<file path="config.mk">
export PLATFORM = sky130hd
export DESIGN_NAME = hyper_tx_arbiter
export DESIGN_NICKNAME = d
export VERILOG_FILES = /design/src/rtl/hyper_arb_pkg.sv /design/src/rtl/hyper_rr_select.sv /design/src/rtl/hyper_tx_arbiter.sv
export SDC_FILE = /design/constraint.sdc
export NUM_CORES = 1
export LEC_CHECK = 0
export BUFFER_PORTS_ARGS = -buffer_cell sky130_fd_sc_hd__buf_2
export CAP_MARGIN = 40
export CORE_MARGIN = 2
export CORE_UTILIZATION = 37
export DETAILED_ROUTE_END_ITERATION = 10
export PLACE_DENSITY = 0.95
export SLEW_MARGIN = 25
export SYNTH_ARGS = -nofsm -noshare
export SYNTH_HDL_FRONTEND = slang
export SYNTH_SLANG_ARGS = --single-unit
</file>
<file path="constraint.sdc">
create_clock -name src_clk_i -period 3.95 [get_ports src_clk_i]
set_clock_uncertainty 0.1 [all_clocks]
set_input_delay 0.395 -clock src_clk_i [delete_from_list [all_inputs] [get_ports src_clk_i]]
set_output_delay 0.395 -clock src_clk_i [all_outputs]
set_load 0.01 [all_outputs]
</file>
<file path="src/rtl/hyper_arb_pkg.sv">
`default_nettype none
// +----------------------------------------------------------------------+
// | hyper_arb_pkg: shared types and helpers for the HyperBus TX arbiter  |
// | Revision: 1.0                                                        |
// +----------------------------------------------------------------------+
package hyper_arb_pkg;

  typedef enum logic [0:0] {
    IDLE  = 1'b0,
    BURST = 1'b1
  } arb_state_e;

  // FIFO word is {id, last, data}; offsets are relative to the top of data
  localparam int unsigned c_last_ofs = 0;
  localparam int unsigned c_id_ofs   = 1;

  function automatic int unsigned rr_next(input int unsigned ptr, input int unsigned nb_ch);
    return (ptr + 32'd1 >= nb_ch) ? 32'd0 : ptr + 32'd1;
  endfunction

endpackage
`default_nettype wire

</file>
<file path="src/rtl/hyper_rr_select.sv">
`default_nettype none
// +----------------------------------------------------------------------+
// | hyper_rr_select: first requester at or above rr pointer, wrapping    |
// | Revision: 1.0                                                        |
// +----------------------------------------------------------------------+
module hyper_rr_select #(
  parameter int unsigned NB_CH = 4,
  parameter int unsigned ID_W  = $clog2(NB_CH)
) (
  input  logic [NB_CH-1:0] i_req,
  input  logic [ID_W-1:0]  i_rr_ptr,
  output logic [ID_W-1:0]  o_winner,
  output logic             o_any_req
);

  logic [ID_W:0]   w_cand;
  logic [ID_W-1:0] w_idx;
  logic            w_found;

  always_comb begin
    o_winner = '0;
    w_found  = 1'b0;
    w_cand   = '0;
    w_idx    = '0;
    for (int unsigned k = 0; k < NB_CH; k++) begin
      w_cand = {1'b0, i_rr_ptr} + (ID_W+1)'(k);
      if (w_cand >= (ID_W+1)'(NB_CH)) begin
        w_cand = w_cand - (ID_W+1)'(NB_CH);
      end
      w_idx = w_cand[ID_W-1:0];
      if (!w_found && i_req[w_idx]) begin
        w_found  = 1'b1;
        o_winner = w_idx;
      end
    end
  end

  assign o_any_req = |i_req;

endmodule
`default_nettype wire

</file>
<file path="src/rtl/hyper_tx_arbiter.sv">
`default_nettype none
// +----------------------------------------------------------------------+
// | hyper_tx_arbiter: burst-locked round-robin arbiter onto the CDC FIFO |
// | Revision: 1.0                                                        |
// +----------------------------------------------------------------------+
module hyper_tx_arbiter
  import hyper_arb_pkg::*;
#(
  parameter int unsigned NB_CH     = 4,
  parameter int unsigned DATA_W    = 32,
  parameter int unsigned MAX_BURST = 8
) (
  input  logic                          src_clk_i,
  input  logic                          src_rst_ni,
  input  logic [NB_CH-1:0]              ch_valid_i,
  input  logic [NB_CH-1:0]              ch_last_i,
  input  logic [NB_CH-1:0][DATA_W-1:0]  ch_data_i,
  output logic [NB_CH-1:0]              ch_ready_o,
  output logic                          fifo_valid_o,
  input  logic                          fifo_ready_i,
  output logic [$clog2(NB_CH)+DATA_W:0] fifo_data_o,
  output logic                          busy_o,
  output logic [$clog2(NB_CH)-1:0]      gnt_id_o
);

  localparam int unsigned ID_W    = $clog2(NB_CH);
  localparam int unsigned c_cnt_w = $clog2(MAX_BURST + 1);

  arb_state_e           r_state, w_state_nxt;
  logic [ID_W-1:0]      r_gnt, w_gnt_nxt;
  logic [ID_W-1:0]      r_rr_ptr, w_rr_ptr_nxt;
  logic [c_cnt_w-1:0]   r_beat_cnt, w_beat_cnt_nxt;
  logic [ID_W-1:0]      w_winner;
  logic                 w_any_req;
  logic                 w_hs;

  hyper_rr_select #(
    .NB_CH (NB_CH),
    .ID_W  (ID_W)
  ) u_rr_select (
    .i_req     (ch_valid_i),
    .i_rr_ptr  (r_rr_ptr),
    .o_winner  (w_winner),
    .o_any_req (w_any_req)
  );

  always_ff @(posedge src_clk_i or negedge src_rst_ni) begin
    if (!src_rst_ni) begin
      r_state    <= IDLE;
      r_gnt      <= '0;
      r_rr_ptr   <= '0;
      r_beat_cnt <= '0;
    end else begin
      r_state    <= w_state_nxt;
      r_gnt      <= w_gnt_nxt;
      r_rr_ptr   <= w_rr_ptr_nxt;
      r_beat_cnt <= w_beat_cnt_nxt;
    end
  end

  always_comb begin
    w_state_nxt    = r_state;
    w_gnt_nxt      = r_gnt;
    w_rr_ptr_nxt   = r_rr_ptr;
    w_beat_cnt_nxt = r_beat_cnt;
    fifo_valid_o   = 1'b0;
    ch_ready_o     = '0;
    fifo_data_o    = '0;
    w_hs           = 1'b0;
    case (r_state)
      IDLE: begin
        if (w_any_req) begin
          w_gnt_nxt      = w_winner;
          w_beat_cnt_nxt = '0;
          w_state_nxt    = BURST;
        end
      end
      BURST: begin
        // Payload is forwarded straight through; requesters hold it until ready
        fifo_valid_o                              = ch_valid_i[r_gnt];
        ch_ready_o[r_gnt]                         = fifo_ready_i;
        fifo_data_o[DATA_W-1:0]                   = ch_data_i[r_gnt];
        fifo_data_o[DATA_W+c_last_ofs]            = ch_last_i[r_gnt];
        fifo_data_o[DATA_W+c_id_ofs +: ID_W]      = r_gnt;
        w_hs = ch_valid_i[r_gnt] && fifo_ready_i;
        if (w_hs) begin
          w_beat_cnt_nxt = r_beat_cnt + c_cnt_w'(1);
          if (ch_last_i[r_gnt] || (r_beat_cnt == c_cnt_w'(MAX_BURST - 1))) begin
            w_state_nxt  = IDLE;
            w_rr_ptr_nxt = ID_W'(rr_next(32'(r_gnt), NB_CH));
          end
        end
      end
    endcase
  end

  assign busy_o   = (r_state == BURST);
  assign gnt_id_o = r_gnt;

endmodule
`default_nettype wire
</file>
Yosys cells after proc, flatten, opt, wreduce, memory -nomap -nowiden
Cells that the tools add are included.

cells by class
  equality and inequality tests = 3
  order comparisons = 11
  mux-type cells = 38
  add/subtract/negate cells = 9
  bitwise logic cells = 2
  reductions and logical operators = 13

operators by type and width
  cell                                                                          count
  32-bit binary-select mux with 2-bit select                                    1
  35-bit two-way mux                                                            1
  32-bit two-way mux                                                            1
  2-bit two-way mux                                                             9
  2-bit by 3-bit less-than comparator with 1-bit output, second input constant  5
  1-bit two-way mux                                                             14
  1-bit binary-select mux with 2-bit select                                     6
  3-bit >= comparator, second input constant                                    4
  4-bit two-way mux                                                             3
  4-bit one-hot mux with 2 select lines                                         1
  2-bit by 1-bit subtractor with 2-bit output, second input constant            4
  2-bit by 1-bit adder with 3-bit output, second input constant                 2
  2-bit by 2-bit adder with 3-bit output, second input constant                 2
  1-bit logical AND                                                             5
  4-bit by 1-bit adder with 4-bit output, second input constant                 1
  4-bit bitwise AND                                                             1
  4-bit by 3-bit equality test with 1-bit output, second input constant         1
  2-bit by 1-bit != test with 1-bit output, second input constant               2
  2-bit AND reduction                                                           2
  4-bit OR reduction                                                            1
  2-bit by 3-bit >= comparator with 1-bit output, second input constant         1
  1-bit logical NOT                                                             3
  3-bit AND reduction                                                           1
  1-bit demux with 2-bit select                                                 1
  4 further kinds                                                               4

storage, ports and cells
  output and inout bits = 43
  input bits = 139
  word-level logic and storage cells = 80
  register bits after elaboration = 9

Logic depth before layout (Yosys ltp)
Gate-level depths: netlist (run 1).

  depth in word-level cells = 14
  mapped depth = 6

By module
From an unflattened synthesis (run 1), not the netlist that was laid out.

second synthesis, totals
  cells, all modules = 142
  area total of the unflattened synthesis = 1,642.8 µm²

modules (own cells, without submodules)
  module            instances  area an instance (µm²)  sequential area each (µm²)  cells each
  hyper_tx_arbiter  1          1,565.3                 225.2                       127
  hyper_rr_select   1          77.6                    0.0                         15

Worst setup path before layout (run 1)
Ideal clock, no wire load.

  kind = register -> output
  start point = reg r_gnt[0] (netlist: gnt_id_o[0])
  end point = out fifo_data_o[26]
  cell stages (with the launch flop) = 5
  data arrival time = 1.600 ns
  setup slack = 1.855 ns
  required time = 3.455 ns
  cells stage by stage = dfrtp_1 -> buf_6 -> buf_2 -> mux4_2 -> and2_1

between the ends
  cells in the longest elaborated chain, start to end = 3

RTL lines
  element                                     RTL line                RTL
  start: declaration                          hyper_tx_arbiter.sv:30  logic [ID_W-1:0] r_gnt, w_gnt_nxt;
  start signal: assignment                    hyper_tx_arbiter.sv:55  r_gnt <= w_gnt_nxt;
  32-bit binary-select mux with 2-bit select  hyper_tx_arbiter.sv:82  fifo_data_o[DATA_W-1:0] = ch_data_i[r_gnt];
  32-bit two-way mux (not written as such)    hyper_tx_arbiter.sv:82
  35-bit two-way mux                          hyper_tx_arbiter.sv:70  case (r_state)
  end: declaration                            hyper_tx_arbiter.sv:21  output logic [$clog2(NB_CH)+DATA_W:0] fifo_data_o,

Every way passes these cells. The select of a mux whose other input is x is not followed.

Final worst setup path (run 1)
  start point = reg r_gnt[0] (netlist: gnt_id_o[0])
  end point = out fifo_data_o[32]

between the ends
  cells in the longest elaborated chain, start to end = 3

RTL lines
  element                                    RTL line                RTL
  1-bit binary-select mux with 2-bit select  hyper_tx_arbiter.sv:83  fifo_data_o[DATA_W+c_last_ofs] = ch_last_i[r_gnt];
  1-bit two-way mux (not written as such)    hyper_tx_arbiter.sv:83
  35-bit two-way mux                         hyper_tx_arbiter.sv:70

Every way passes these cells. The select of a mux whose other input is x is not followed.

==> results.cfg, run 1 <==
[timing]
postLayoutSetupSlackWorst_ns = 1.14
setup_viol = 0
max_freq_mhz = 356
worst_slew_pin_slew_ns = 0.753
slew_headroom = 0.498
fin_crit_ns = 2.81
fin_crit_sh = 0.711
hold_violations = 0
slew_viol_final = 0
rsz0062_at_grt = no
tns_ns = 0

[global_routing]
grt.total_usage = 0.243
grt_pass1_vias = 1953
grt_start_max_net_pins = 28
grt_remaining_overflow = 0
grt_pass1_wl_um = 9470
antenna_found_initial = 0

[run_status]
status = complete, no violations

[placed_design]
place_ws_ns = 1.31
port_buffers = 181
place.gp.congestion = 0.805
dp_cells = 362

[synthesis]
async_flop_share = 1.00
syn-cell-area_sq_mm = 0.00162
synth_top_area_frac = 0.472
synth_top_family_by_area = multiplexers
synthSimpleGateAreaFrac = 0.207
yosys.area.top_type = mux4_2
synth_compound_area_frac = 0.0439
yosys.area_share.adder = 0.0386
avgSynthCellArea_sq_um = 11.6
syn_nets = 284
synth-main-ff-cell = dfrtp_1
synthDistinctLibCells = 26
synthMuxAreaShare = 0.515
ys_warn_count = 0
synth-seq-area-share = 0.139
syn_inst = 140
synth_edf_count = 0
synth_seq_cells = 9
ys_top_cells_by_area = mux4_2 47%, dfrtp_1 14%, and2_1 13%
synth_xor_area_frac = 0

[setup_path]
path_class = reg2out
crit_path_end_kind = primary output
start_kind = register
path_max_fanout = 21
worstPathRequired_ns = 3.45
crit_arrival_ns = 2.31

[die]
die_h_um = 70.2
rows = 24
die_x_um = 70.2
initial_core_util = 0.378
pin_count = 182
fp.dieArea_sq_mm = 0.00493
core_sq_mm = 0.00429

[finish]
final_cell_mix = 181 x buf_2, 35 x and2_1, 34 x mux4_2, 10 x nand2_1, 8 x dfrtp_1
final_common_cell = buf_2
drive_gt1_frac = 0.717
area_growth_pct = 61.0
nFillCells = 380
finish.utilization = 0.608
n_antenna_cell = 0
final_cells = 367
nets = 460

[cts]
clock_sinks = 9
path_clk_slew_ns = 0.04
cts_buffer_depth = 2
post_cts_buffers = 0
htreeDepth = 1
cts_buffers = 3
root_buffer = clkbuf_8
clk_latency_ns = 0.23
tritoncts = yes
cts-resized-gates = 0

[worst_hold_path]
hold_class = reg2reg

[power]
ir_drop_mv = 0.247
p_int_uw = 845
p_switching_uw = 610
p_per_area_mw_per_mm2 = 557
p_sw_frac = 0.419
total_power_mw = 1.45
power_frac_clock = 0.071
pwr-share-seq = 0.163
p_leak_nw = 1.35
combPwrFrac = 0.767

[routing]
drc = 0
vias = 1914
antenna_left = 0
drt_iter0_drc = 86
vias_per_cell = 5.22
first_pass_iters = 4
wl_per_cell_um = 16.5
wl_um = 6060

[job]
maxCapViolCount = 0
==> final timing paths <==
kind / start / end / slack (ns) / depth (start not counted)
worst max-delay path: gnt_id_o[0] / fifo_data_o[32] / 1.14 / 4
worst min-delay path: r_beat_cnt[3] / r_beat_cnt[3] / 0.40 / 1
worst max register to register: gnt_id_o[0] / r_rr_ptr[1] / 1.41 / 4
worst min register to register: r_beat_cnt[3] / r_beat_cnt[3] / 0.40 / 1
max in group asynchronous: src_rst_ni / gnt_id_o[0] / 3.06 / 2
min in group asynchronous: src_rst_ni / r_beat_cnt[1] / 0.49 / 2
==> through the flow <==
step           instance area, sq um  hold WS, ns
2_1_floorplan                  1620    -0.000591
3_3_place_gp                   2530        0.152
3_5_place_dp                   2560        0.156
4_1_cts                        2610        0.408
5_1_grt                        2610        0.418
6_report                       2610        0.401
==> registers in the layout, indices dropped and copies added (netlist names) <==
| name | count |
|---|---|
| r_rr_ptr | 2 |
| gnt_id_o | 2 |
| busy_o | 1 |
| r_beat_cnt | 4 |
==> cells in the mapped netlist (2+ instances only) <==
| master | number |
|---|---|
| mux4_2 | 34 |
| o21a_1 | 2 |
| inv_1 | 3 |
| ha_1 | 5 |
| mux2i_1 | 4 |
| mux2_4 | 2 |
| buf_4 | 2 |
| nand2_1 | 10 |
| buf_2 | 4 |
| dfrtp_1 | 9 |
| a21oi_1 | 3 |
| nor2_1 | 4 |
| nand2b_1 | 2 |
| and2_1 | 35 |
| clkbuf_1 | 5 |
| and3_1 | 5 |
| buf_6 | 2 |
==> timing repair <==
| item | CTS | global route |
|---|---|---|
| endpoints found under the setup margin | 0 | 0 |
| hold buffers | 1 | 0 |
| hold endpoints to repair | 9 | 0 |
==> logic make-up (layout without fill, tap and decap cells) <==
group | after synthesis | count (layout)
adders and majority gates | 5 | 5
buffers and inverters | 17 | 192
DFF | 9 | 9
muxes | 40 | 40
and+or+nand+nor | 59 | 59
AOI/OAI and AO/OA | 10 | 10
==> worst max-delay path, cell delays in order, from the launching register on <==
cell and delay, ns:
dfrtp_2 0.71, buf_4 0.46, mux4_2 0.60, and2_1 0.17, buf_2 0.13
==> area by class of cell <==
class	instances	area (sq um)	area share
Sequential cell	9	226	0.0867
Timing Repair Buffer	185	958	0.367
Clock buffer	4	45.0	0.0172
Multi-Input combinational cell	114	1310	0.500
Tap cell	52	65.1	0.0249
Inverter	3	11.3	0.00431
==> routing by layer <==
layer | wire [um] | global-route usage | part of all wire | vias up
met5 | 0 | 0 | 0 | -
met4 | 44 | 0.0427 | 0.0073 | 0
met3 | 565 | 0.0563 | 0.093 | 4
met2 | 3360 | 0.457 | 0.55 | 114
met1 | 2090 | 0.280 | 0.34 | 909
li1 | - | - | - | 887
==> power groups by stage <==
stage / Combinational (mW) / Clock, mW / Sequential, mW
2_1_floorplan: 0.825 / 0 / 0.170
3_3_place_gp: 1.07 / 0 / 0.250
3_5_place_dp: 1.13 / 0 / 0.240
4_1_cts: 1.13 / 0.105 / 0.240
5_1_grt: 1.22 / 0.115 / 0.253
6_report: 1.12 / 0.103 / 0.237
Power figures use the tool's default switching activity.
==> inputs of run 2 (changes only) <==
Settings changed: CORE_UTILIZATION 37 to 31, PLACE_DENSITY 0.95 to 0.88.
Clock period 3.95 ns to 2.48 ns, I/O delays scaled along.
==> run 2 against run 1 <==
- non-clock buffer count rose by 3
- sequential power rose by 32%
- worst hold slack got worse by 0.14 ns
- flip-flop and latch count did not move
- count of clock-buffer cells in the layout unchanged
- core utilization is 8.9 points lower
- clock power up 66%
- register-to-register slack got worse by 0.99 ns
- global-route usage decreased by 1.3 points
- sequential share of layout area is 0.082 points lower
- wire length rose by 10%
- final cell count increased by 5.7%
- critical endpoint is now fifo_data_o[13]
==> results.cfg, run 2 (synthesis gave the netlist of run 1 again) <==
[setup_path]
start_kind = register
r2r_setup_slack_ns = 0.42
path_max_fanout = 13
crit_chain = buf_4 -> mux4_2 -> and2_1 -> buf_2
crit_path_end_kind = primary output
crit_arrival_ns = 1.97
worstPathRequired_ns = 2.13
cpPeakStageDelay_ns = 0.55
slowest_stage = dfrtp_2
path_class = reg2out

[global_routing]
grt_pass1_vias = 2150
grt_start_max_net_pins = 27
grt.total_usage = 0.230
grt_remaining_overflow = 0
antenna_found_initial = 1
grt_pass1_wl_um = 10700

[job]
maxCapViolCount = 0

[timing]
max_freq_mhz = 432
fin_crit_ns = 2.32
slew_headroom = 0.672
slew_viol_final = 0
worst_slew_pin_slew_ns = 0.492
setup_viol = 0
tns_ns = 0
hold_violations = 0
fin_crit_sh = 0.934
rsz0062_at_grt = no
holdWs_ns = 0.266
postLayoutSetupSlackWorst_ns = 0.163

[placed_design]
port_buffers = 181
place_ws_ns = 0.379
place.gp.congestion = 0.822
hpwl_um = 5660

[finish]
drive_gt1_frac = 0.720
largest_reg_flops = 4
area_growth_pct = 62.5
n_antenna_cell = 0
top_register = r_beat_cnt
final_common_cell = buf_2
nets = 463
final_cell_mix = 181 x buf_2, 35 x and2_1, 34 x mux4_2, 10 x nand2_1, 8 x dfrtp_1
finish.utilization = 0.520

[routing]
drt_iter0_drc = 85
vias = 2019
wl_um = 6680
wl_per_cell_um = 17.2
vias_per_cell = 5.20
drc = 0
antenna_left = 0
first_pass_iters = 4

[cts]
cts_buffers = 3
path_clk_slew_ns = 0.04
clock_sinks = 9
cts_buffer_depth = 2
root_buffer = clkbuf_8
tritoncts = yes
clk_latency_ns = 0.24
post_cts_buffers = 0
htreeDepth = 1

[worst_hold_path]
hold_class = in2reg

[die]
core_sq_mm = 0.00507
die_x_um = 76.4
fp.dieArea_sq_mm = 0.00583
initial_core_util = 0.320
rows = 26
pin_count = 182
die_h_um = 76.4

[power]
ir_drop_mv = 0.448
p_per_area_mw_per_mm2 = 903
p_leak_nw = 1.35

[run_status]
status = complete, no violations
-- run 2: what timing repair did --
item,in CTS,in global routing
setup endpoints to repair,0,0
resized for setup,0,0
hold endpoints to repair,9,0
hold buffers,1,0
-- run 2: final cells by class --
cell class              instances  area, sq um
fillers                       477         2440
inverters                       3         11.3
flip-flops and latches          9          226
well taps                      70         87.6
repair buffers                188          961
clock buffers                   4         45.0
multi-input cells             114         1310
-- run 2: power by group --
part / switching, mW / internal [mW] / total (mW)
combinational: 0.860 / 1.04 / 1.90
clock: 0.0586 / 0.112 / 0.171
sequential: 0.106 / 0.207 / 0.313
total: 1.03 / 1.36 / 2.38
-- run 2: routing by layer --
metal | vias to the layer above | track usage | wire, um
met2 | 136 | 0.409 | 3480
li1 | 893 | - | -
met5 | - | 0 | 0
met4 | 0 | 0.104 | 214
met3 | 19 | 0.0521 | 650
met1 | 971 | 0.262 | 2340
-- run 2: worst paths after layout --
kind	from	endpoint	cells after the start
max	gnt_id_o[0]	fifo_data_o[13]	4
min	ch_valid_i[3]	gnt_id_o[0]	3
max reg2reg	gnt_id_o[0]	r_rr_ptr[0]	4
min reg2reg	r_beat_cnt[3]	r_beat_cnt[3]	1
max in group asynchronous	src_rst_ni	gnt_id_o[0]	2
min in group asynchronous	src_rst_ni	r_rr_ptr[1]	2
-- run 2: worst max-delay path, delay by kind of cell (launching register included) --
family	cells	cell delay (ns)
DFF	1	0.55
muxes	1	0.54
buffers and inverters	2	0.46
and+or+nand+nor	1	0.17
-- run 2: per-stage QoR --
step | instances | area [sq um] | power, mW
finish | 388 | 2640 | 2.38
global placement | 383 | 2580 | 2.18
floorplan | 140 | 1620 | 1.58
detailed placement | 383 | 2580 | 2.23
global route | 388 | 2640 | 2.58
CTS | 388 | 2640 | 2.41
==> inputs of run 3 (changes only) <==
Settings changed: ABC_AREA set to 1, CORE_UTILIZATION 31 to 35, PLACE_DENSITY 0.88 to 0.9.
==> run 3 against run 2 <==
- flip-flop and latch count unchanged
- count of clock-buffer cells in the layout decreased by 1
- critical path depth increased by 2
- non-clock buffer count decreased by 1
- combinational power increased by 54%
- maximum frequency increased by 5.8%
- die area increased by 8.2%
==> results.cfg, run 3 <==
[finish]
nFillCells = 561
drive_gt1_frac = 0.383
largest_reg_flops = 4
area_growth_pct = 48.0
n_antenna_cell = 0
seq_area_sq_um = 226
top_register = r_beat_cnt
final_common_cell = buf_2
multi_input_area_sq_mm = 0.00154
final_cells = 631
nets = 704
final_cell_mix = 181 x buf_2, 141 x nor2_1, 67 x o21ai_0, 56 x nand2_1, 36 x a21oi_1

[power]
p_switching_mw = 2.03
power_frac_clock = 0.052
p_sw_frac = 0.586
combPwrFrac = 0.847
p_int_mw = 1.44
p_per_area_mw_per_mm2 = 1180
pwr-share-seq = 0.102
ir_drop_mv = 0.645
total_power_mw = 3.46
p_leak_nw = 1.68

[cts]
path_clk_slew_ns = 0.05
clk_latency_ns = 0.24
cts_buffer_depth = 2
clock_sinks = 9
tritoncts = yes
root_buffer = clkbuf_8
cts-resized-gates = 0
htreeDepth = 1
cts_buffers = 3

[timing]
tns_ns = 0
worst_slew_pin_slew_ns = 0.684
fin_crit_sh = 0.883
fin_crit_ns = 2.19
hold_violations = 0
slew_headroom = 0.543
max_freq_mhz = 457
slew_viol_final = 0
rsz0062_at_grt = no
holdWs_ns = 0.290
setup_viol = 0

[synthesis]
synthTopCellsByCount = 141 x nor2_1, 67 x o21ai_0, 56 x nand2_1
yosys.area.top_type = nor2_1
synth-seq-area-share = 0.113
syn-cell-area_sq_mm = 0.00199
syn_inst = 394
synth_most_common_cell = nor2_1
synth_seq_cells = 9
syn_nets = 538
synth-main-ff-cell = dfrtp_1
synth_edf_count = 0
ys_top_cells_by_area = nor2_1 27%, o21ai_0 17%, dfrtp_1 11%
synth_top_area_frac = 0.266
async_flop_share = 1.00
synthDistinctLibCells = 26
avgSynthCellArea_sq_um = 5.05
ys_warn_count = 0

[setup_path]
crit_path_end_kind = primary output
reg2regPathDepth = 8
rr_startpoint = gnt_id_o[0]
r2r_end = r_rr_ptr[0]
path_max_fanout = 34
path_class = reg2out
worstPathRequired_ns = 2.13
r2r_setup_slack_ns = 0.56
start_kind = register
crit_arrival_ns = 1.84

[die]
fp.dieArea_sq_mm = 0.00631
die_x_um = 79.4
die_h_um = 79.4
rows = 27
pin_count = 182
initial_core_util = 0.362
core_sq_mm = 0.00551

[global_routing]
grt_start_max_net_pins = 71
grt_pass1_wl_um = 12000
grt_remaining_overflow = 0
antenna_found_initial = 0
grt_pass1_vias = 2833
grt.total_usage = 0.229

[routing]
antenna_left = 0
vias_per_cell = 5.00
drc = 0
wl_um = 7770
drt_iter0_drc = 149
vias = 3153
wl_per_cell_um = 12.3
first_pass_iters = 5

[placed_design]
hpwl_um = 5930
port_buffers = 181
dp_cells = 626
place.gp.congestion = 0.916

[job]
maxCapViolCount = 0

[run_status]
status = complete, no violations

[worst_hold_path]
hold_class = in2async
-- run 3: power groups by stage --
stage,Clock [mW],Combinational [mW],Sequential [mW]
floorplan,0,2.11,0.295
global placement,0,2.87,0.350
detailed placement,0,2.92,0.352
CTS,0.183,2.93,0.351
global route,0.190,3.30,0.373
finish,0.178,2.93,0.353
-- run 3: cell families after synthesis --
family,synth area share
XOR/XNOR,0.00440
adder cells (fa/ha/maj),0.0314
AO/OA/AOI/OAI,0.291
flip-flops,0.113
AND/OR/NAND/NOR,0.448
buffers and inverters,0.112
-- run 3: area by class of cell --
cell class / instances / share of cell area
multi-input cells: 337 / 0.523
repair buffers: 187 / 0.324
flip-flops and latches: 9 / 0.0769
well taps: 72 / 0.0306
inverters: 22 / 0.0297
clock buffers: 3 / 0.0140
clock inverters: 1 / 0.00170
-- run 3: how the worst max path moves through the flow --
stage / cells past startpoint / endpoint / startpoint / slack [ns]
floorplan: 7 / fifo_data_o[23] / gnt_id_o[0] / 0.82
global placement: 4 / fifo_data_o[6] / gnt_id_o[0] / 0.57
detailed placement: 6 / fifo_data_o[1] / gnt_id_o[0] / 0.54
CTS: 6 / fifo_data_o[1] / gnt_id_o[0] / 0.27
global route: 6 / fifo_data_o[30] / gnt_id_o[0] / 0.07
finish: 6 / fifo_data_o[1] / gnt_id_o[0] / 0.29
-- run 3: timing repair --
action,in CTS,in global routing
endpoints found under the setup margin,0,0
endpoints found under the hold margin,9,0
hold buffers,1,0
buffers inserted,0,0
-- run 3: critical path: stages (launching register included) --
cell	delay (ns)
dfrtp_2	0.59
buf_4	0.40
nor2_1	0.10
nor2_1	0.11
o21ai_0	0.10
a21oi_1	0.15
buf_2	0.14
-- run 3: per-layer routing --
layer	vias to the layer above	wire [um]	global-route usage
met3	11	677	0.0486
li1	1594	-	-
met5	-	0	0
met4	0	84	0.0500
met2	149	3870	0.428
met1	1399	3130	0.267
-- run 3: metrics by stage --
stage | instance area [sq um] | utilization | setup WS, ns
global placement | 2890 | 0.525 | 0.569
detailed placement | 2890 | 0.525 | 0.536
global route | 2950 | 0.535 | 0.0686
floorplan | 1990 | - | 0.815
CTS | 2950 | 0.535 | 0.273
finish | 2950 | 0.535 | 0.291
